==> config.mk <==
export PLATFORM = sky130hd
export DESIGN_NAME = alu_share_arbiter_flat
export DESIGN_NICKNAME = d
export VERILOG_FILES = /design/src/rtl/alu_share_arbiter_if.sv /design/src/rtl/alu_share_arbiter.sv /design/src/flat_wrapper.sv
export SDC_FILE = /design/constraint.sdc
export NUM_CORES = 1
export LEC_CHECK = 0
export CAP_MARGIN = 15
export CORE_ASPECT_RATIO = 1.5
export CORE_UTILIZATION = 26
export CTS_CLUSTER_DIAMETER = 80
export DETAILED_ROUTE_END_ITERATION = 8
export PLACE_DENSITY = 0.63
export SYNTH_ARGS = -nofsm -noshare
export SYNTH_HDL_FRONTEND = slang
export SYNTH_SLANG_ARGS = --single-unit
==> constraint.sdc <==
create_clock -name clk -period 3.1 [get_ports clk]
set_input_delay 0.62 -clock clk [delete_from_list [all_inputs] [get_ports clk]]
set_output_delay 0.62 -clock clk [all_outputs]
set_load 0.03 [all_outputs]
==> src/rtl/alu_share_arbiter_if.sv <==
// alu_share_arbiter_if: requester, ALU and response bundle for alu_share_arbiter
// slave  (arbiter side): takes reqN_*, drives reqN_ready, drives alu_op/a/b/shamt, takes alu_result/zero, drives rsp_*, takes rsp_ready
// master (environment side): the mirror image of slave
interface alu_share_arbiter_if #(
    parameter int DATA_WIDTH = 32
);
    logic                  req0_valid, req1_valid;
    logic [3:0]            req0_op, req1_op;
    logic [DATA_WIDTH-1:0] req0_a, req1_a, req0_b, req1_b;
    logic [4:0]            req0_shamt, req1_shamt;
    logic                  req0_ready, req1_ready;
    logic [3:0]            alu_op;
    logic [DATA_WIDTH-1:0] alu_a, alu_b;
    logic [4:0]            alu_shamt;
    logic [DATA_WIDTH-1:0] alu_result;
    logic                  alu_zero;
    logic                  rsp_valid, rsp_id;
    logic [DATA_WIDTH-1:0] rsp_result;
    logic                  rsp_zero;
    logic                  rsp_ready;

    modport slave (
        input  req0_valid, req1_valid, req0_op, req1_op, req0_a, req1_a, req0_b, req1_b,
        input  req0_shamt, req1_shamt,
        output req0_ready, req1_ready,
        output alu_op, alu_a, alu_b, alu_shamt,
        input  alu_result, alu_zero,
        output rsp_valid, rsp_id, rsp_result, rsp_zero,
        input  rsp_ready
    );

    modport master (
        output req0_valid, req1_valid, req0_op, req1_op, req0_a, req1_a, req0_b, req1_b,
        output req0_shamt, req1_shamt,
        input  req0_ready, req1_ready,
        input  alu_op, alu_a, alu_b, alu_shamt,
        output alu_result, alu_zero,
        input  rsp_valid, rsp_id, rsp_result, rsp_zero,
        output rsp_ready
    );
endinterface

==> src/rtl/alu_share_arbiter.sv <==
// alu_share_arbiter: round-robin sharing of one ALU between two valid/ready requesters
// clk, reset (sync, active-low); bus: alu_share_arbiter_if.slave (requests, ALU drive/return, tagged response)
// grant_cnt0/grant_cnt1: saturating grant counters, present only when ALU_ARB_STATS_EN is defined
module alu_share_arbiter #(
    parameter int DATA_WIDTH = 32,
    parameter int CNT_WIDTH  = 16
) (
    input logic                 clk,
    input logic                 reset,
    alu_share_arbiter_if.slave  bus
`ifdef ALU_ARB_STATS_EN
    ,
    output logic [CNT_WIDTH-1:0] grant_cnt0,
    output logic [CNT_WIDTH-1:0] grant_cnt1
`endif
);
    typedef enum logic [1:0] {IDLE, EXEC, RESP} state_t;
    state_t                state;
    logic                  prio, id_q, rsp_valid_q, rsp_zero_q;
    logic [3:0]            op_q;
    logic [DATA_WIDTH-1:0] a_q, b_q, res_q;
    logic [4:0]            sh_q;
    logic                  grant, gnt_id;

    // prio picks the winner only under contention; a lone requester always wins
    always_comb begin
        grant  = reset && state == IDLE && (bus.req0_valid || bus.req1_valid);
        gnt_id = (bus.req0_valid && bus.req1_valid) ? prio : bus.req1_valid;
    end

    assign bus.req0_ready = grant && !gnt_id;
    assign bus.req1_ready = grant && gnt_id;
    assign bus.alu_op     = op_q;
    assign bus.alu_a      = a_q;
    assign bus.alu_b      = b_q;
    assign bus.alu_shamt  = sh_q;
    assign bus.rsp_valid  = rsp_valid_q;
    assign bus.rsp_id     = id_q;
    assign bus.rsp_result = res_q;
    assign bus.rsp_zero   = rsp_zero_q;

    always_ff @(posedge clk) begin
        if (!reset) begin
            state       <= IDLE;
            prio        <= 1'b0;
            id_q        <= 1'b0;
            op_q        <= '0;
            a_q         <= '0;
            b_q         <= '0;
            sh_q        <= '0;
            res_q       <= '0;
            rsp_zero_q  <= 1'b0;
            rsp_valid_q <= 1'b0;
`ifdef ALU_ARB_STATS_EN
            grant_cnt0  <= '0;
            grant_cnt1  <= '0;
`endif
        end else begin
            case (state)
                IDLE: if (grant) begin
                    op_q  <= gnt_id ? bus.req1_op : bus.req0_op;
                    a_q   <= gnt_id ? bus.req1_a : bus.req0_a;
                    b_q   <= gnt_id ? bus.req1_b : bus.req0_b;
                    sh_q  <= gnt_id ? bus.req1_shamt : bus.req0_shamt;
                    id_q  <= gnt_id;
                    prio  <= !gnt_id;
                    state <= EXEC;
                end
                EXEC: begin
                    res_q       <= bus.alu_result;
                    rsp_zero_q  <= bus.alu_zero;
                    rsp_valid_q <= 1'b1;
                    state       <= RESP;
                end
                RESP: if (bus.rsp_ready) begin
                    rsp_valid_q <= 1'b0;
                    state       <= IDLE;
                end
                default: state <= IDLE;
            endcase
`ifdef ALU_ARB_STATS_EN
            if (grant && !gnt_id && grant_cnt0 != '1)
                grant_cnt0 <= grant_cnt0 + CNT_WIDTH'(1);
            if (grant && gnt_id && grant_cnt1 != '1)
                grant_cnt1 <= grant_cnt1 + CNT_WIDTH'(1);
`endif
        end
    end
endmodule

==> src/flat_wrapper.sv <==
// flat-port wrapper written by rule: the top's interface ports become plain ports
module alu_share_arbiter_flat 
#(
    parameter int DATA_WIDTH = 32,
    parameter int CNT_WIDTH  = 16
)
  (clk, reset, bus_req0_valid, bus_req1_valid, bus_req0_op, bus_req1_op, bus_req0_a, bus_req1_a, bus_req0_b, bus_req1_b, bus_req0_shamt, bus_req1_shamt, bus_req0_ready, bus_req1_ready, bus_alu_op, bus_alu_a, bus_alu_b, bus_alu_shamt, bus_alu_result, bus_alu_zero, bus_rsp_valid, bus_rsp_id, bus_rsp_result, bus_rsp_zero, bus_rsp_ready);
  alu_share_arbiter_if #(.DATA_WIDTH(DATA_WIDTH)) bus_i ();
  input logic clk;
  input logic reset;
  input wire logic [$bits(bus_i.req0_valid)-1:0] bus_req0_valid;
  input wire logic [$bits(bus_i.req1_valid)-1:0] bus_req1_valid;
  input wire logic [$bits(bus_i.req0_op)-1:0] bus_req0_op;
  input wire logic [$bits(bus_i.req1_op)-1:0] bus_req1_op;
  input wire logic [$bits(bus_i.req0_a)-1:0] bus_req0_a;
  input wire logic [$bits(bus_i.req1_a)-1:0] bus_req1_a;
  input wire logic [$bits(bus_i.req0_b)-1:0] bus_req0_b;
  input wire logic [$bits(bus_i.req1_b)-1:0] bus_req1_b;
  input wire logic [$bits(bus_i.req0_shamt)-1:0] bus_req0_shamt;
  input wire logic [$bits(bus_i.req1_shamt)-1:0] bus_req1_shamt;
  output wire logic [$bits(bus_i.req0_ready)-1:0] bus_req0_ready;
  output wire logic [$bits(bus_i.req1_ready)-1:0] bus_req1_ready;
  output wire logic [$bits(bus_i.alu_op)-1:0] bus_alu_op;
  output wire logic [$bits(bus_i.alu_a)-1:0] bus_alu_a;
  output wire logic [$bits(bus_i.alu_b)-1:0] bus_alu_b;
  output wire logic [$bits(bus_i.alu_shamt)-1:0] bus_alu_shamt;
  input wire logic [$bits(bus_i.alu_result)-1:0] bus_alu_result;
  input wire logic [$bits(bus_i.alu_zero)-1:0] bus_alu_zero;
  output wire logic [$bits(bus_i.rsp_valid)-1:0] bus_rsp_valid;
  output wire logic [$bits(bus_i.rsp_id)-1:0] bus_rsp_id;
  output wire logic [$bits(bus_i.rsp_result)-1:0] bus_rsp_result;
  output wire logic [$bits(bus_i.rsp_zero)-1:0] bus_rsp_zero;
  input wire logic [$bits(bus_i.rsp_ready)-1:0] bus_rsp_ready;
  assign bus_i.req0_valid = bus_req0_valid;
  assign bus_i.req1_valid = bus_req1_valid;
  assign bus_i.req0_op = bus_req0_op;
  assign bus_i.req1_op = bus_req1_op;
  assign bus_i.req0_a = bus_req0_a;
  assign bus_i.req1_a = bus_req1_a;
  assign bus_i.req0_b = bus_req0_b;
  assign bus_i.req1_b = bus_req1_b;
  assign bus_i.req0_shamt = bus_req0_shamt;
  assign bus_i.req1_shamt = bus_req1_shamt;
  assign bus_req0_ready = bus_i.req0_ready;
  assign bus_req1_ready = bus_i.req1_ready;
  assign bus_alu_op = bus_i.alu_op;
  assign bus_alu_a = bus_i.alu_a;
  assign bus_alu_b = bus_i.alu_b;
  assign bus_alu_shamt = bus_i.alu_shamt;
  assign bus_i.alu_result = bus_alu_result;
  assign bus_i.alu_zero = bus_alu_zero;
  assign bus_rsp_valid = bus_i.rsp_valid;
  assign bus_rsp_id = bus_i.rsp_id;
  assign bus_rsp_result = bus_i.rsp_result;
  assign bus_rsp_zero = bus_i.rsp_zero;
  assign bus_i.rsp_ready = bus_rsp_ready;
  alu_share_arbiter #(.DATA_WIDTH(DATA_WIDTH), .CNT_WIDTH(CNT_WIDTH)) u_core (.clk(clk), .reset(reset), .bus(bus_i));
endmodule
==> run summary <==
Initial DRT Pass Iterations: 5
MaxCap Viol Count: 0
Period minus WS final: 2.96 ns
fin crit share: 0.955
clk sinks: 111
Clk Tree Root Cell: clkbuf_16
CP Max Fanout: 3
htree depth: 3
post-CTS setup buffers: 0
combinational share of power: 0.313
Critical Path AT: 2.34 ns
initial antenna violation count: 0
Crit Path Class: in -> out
post-detailed-placement half-perimeter wirelength: 12500 um
via count: 5524
Clock Power Share: 0.299
top cells by area, synth: dfxtp_1 42%, a311oi_2 11%, nand3b_1 11%
Port Buf Inserts: 293
RSZ-0062 raised after global routing: no
synth unique cells: 25
Final Hold Vio Count: 0
Die Area: 0.0209 sq mm
worst-skew pair later-pin latency: 0.36 ns
EDFF count, synth: 0
net load switching power: 1.36 mW
number of DRC markers in iteration 0: 256
Cell Area, Synth: 0.00528 sq mm
measured slew at the worst slew-check pin: 0.908 ns
ant diodes: 0
global-route wire length before repair: 30500 um
peak supply drop: 215 uV
Sequential Power Share: 0.389
Setup Viol. Count Final: 0
FP Rows: 63
Routed Antenna Nets: 0
Max-slew headroom: 0.394
critical path endpoint category: output pin
Req. time, crit path: 2.48 ns
Avg Synthesized Cell Area: 8.84 sq um
hold slack: 0.455 ns
Setup crit start kind: input port
Final Skew: 0.0168 ns
top-count cell post-synth: dfxtp_1
Die Y: 177 um
cts repair resizes: 0
DRT Wirelength: 19500 um
Yosys top cell area share: 0.421
CTS tree: yes
Starting Density: 0.266
internal cell power: 2.81 mW
fin nets: 1021
Clock Tree Buf Depth: 2
PwrDens: 481 mW/mm^2
largest net degree at the start of global routing: 148
TNS Setup: 0 ns
Placed Area: 0.00834 sq mm
Mapped Cells: 597
routed vias/inst: 5.01
Seq/Total Area, Yosys: 0.421
Layout area overhead: 63.9%
area leader, netlist: dfxtp_1
dominant synthesized flop cell: dfxtp_1
syn_nets: 781
Static Leakage: 2.80 nW
fmax: 338 MHz
io pins: 294
share of post-route cells with drive strength above 1: 0.0938
Slew Limit Fails: 0
GPL Wtd Cong: 0.740
commonest cells in the netlist: 111 x dfxtp_1, 108 x a21oi_1, 75 x nand3b_1
CTS Buf Count: 9
die width: 118 um
CTS Hold Bufs: 0
YS warnings: 0
asr flop ratio synth: 0
grt total ovfl: 0
sw frac: 0.326
outcome: completed
WL/cell: 17.7 um
Total GRT Usage: 0.185
vias in the first global route: 5496
Hold Path Class: reg -> reg
post-route cell area: 0.00865 sq mm
register bit total from synthesis: 111
core area: 0.0199 sq mm
clock slew at reported path FFs: 0.07 ns
DRC: 0
fin util: 0.436
## flip-flops by register name, summed over array words and instances, names as in the netlist
| name | count |
|---|---|
| u_core.bus.alu_a | 32 |
| u_core.bus.alu_b | 32 |
| u_core.bus.rsp_result | 32 |
| u_core.bus.alu_shamt | 5 |
| u_core.bus.alu_op | 4 |
| u_core.state | 2 |
| u_core.bus.rsp_id | 1 |
| u_core.bus.rsp_valid | 1 |
| u_core.bus.rsp_zero | 1 |
| u_core.prio | 1 |
## routing by layer
| metal | track usage | up-vias | routed length, um |
|---|---|---|---|
| li1 | - | 2689 | - |
| met1 | 0.215 | 2587 | 7560 |
| met2 | 0.329 | 214 | 10200 |
| met3 | 0.0349 | 34 | 1160 |
| met4 | 0.0812 | 0 | 600 |
| met5 | 0 | - | 0 |
## cell usage in the layout, fill, tap and decap left out, types with 2 or more instances in the layout
cell,n
dfxtp_1,111
o21ai_0,73
clkbuf_16,9
nand2_1,66
clkinv_4,2
a311oi_2,40
a311oi_1,33
buf_12,4
buf_4,9
nand3b_1,75
a21oi_1,108
clkdlybuf4s50_1,291
inv_8,2
## critical path, stage by stage
cell and delay (ns):
clkdlybuf4s50_1 0.57, nor3b_4 0.24, nand3b_1 0.15, inv_1 0.09, clkdlybuf4s50_1 0.66
## power groups by stage
stage          clock network [mW]  logic, mW  registers (mW)
6_report                     1.24       1.30            1.62
5_1_grt                      1.35       1.39            1.64
4_1_cts                      1.29       1.31            1.62
3_5_place_dp                    0       1.31            1.65
3_3_place_gp                    0       1.30            1.65
2_1_floorplan                   0      0.477            1.89
## area by class of cell
type                       count  area (sq um)
sequential                   111          2220
inverter                       3          13.8
clock inverter                 7          86.3
multi-input combinational    407          2710
tap                          260           325
clock buffer                   9           225
fill                        1994         11200
timing repair buffer         305          3070
## through the flow
stage	std cells	power (mW)	setup slack, ns
after detailed placement	1086	2.96	0.143
after CTS	1102	4.22	0.137
after floorplan	597	2.37	0.879
after global placement	1086	2.95	0.192
final	1102	4.17	0.140
after global routing	1102	4.38	0.0306
## cells by family after synthesis
family          share of synthesized area
compound gates                      0.346
flops                               0.421
simple gates                        0.165
buf+inv                            0.0682
## path summary, 6_finish.rpt
kind | end | depth (start not counted) | slack [ns] | startpoint
min | u_core.bus.rsp_result[19] | 2 | 0.46 | u_core.bus.rsp_result[19]
min reg2reg | u_core.bus.rsp_result[19] | 2 | 0.46 | u_core.bus.rsp_result[19]
max reg2reg | u_core.bus.alu_a[31] | 4 | 1.21 | u_core.state[0]
max | bus_req1_ready | 5 | 0.14 | reset
(Power assumes the default switching activity.)
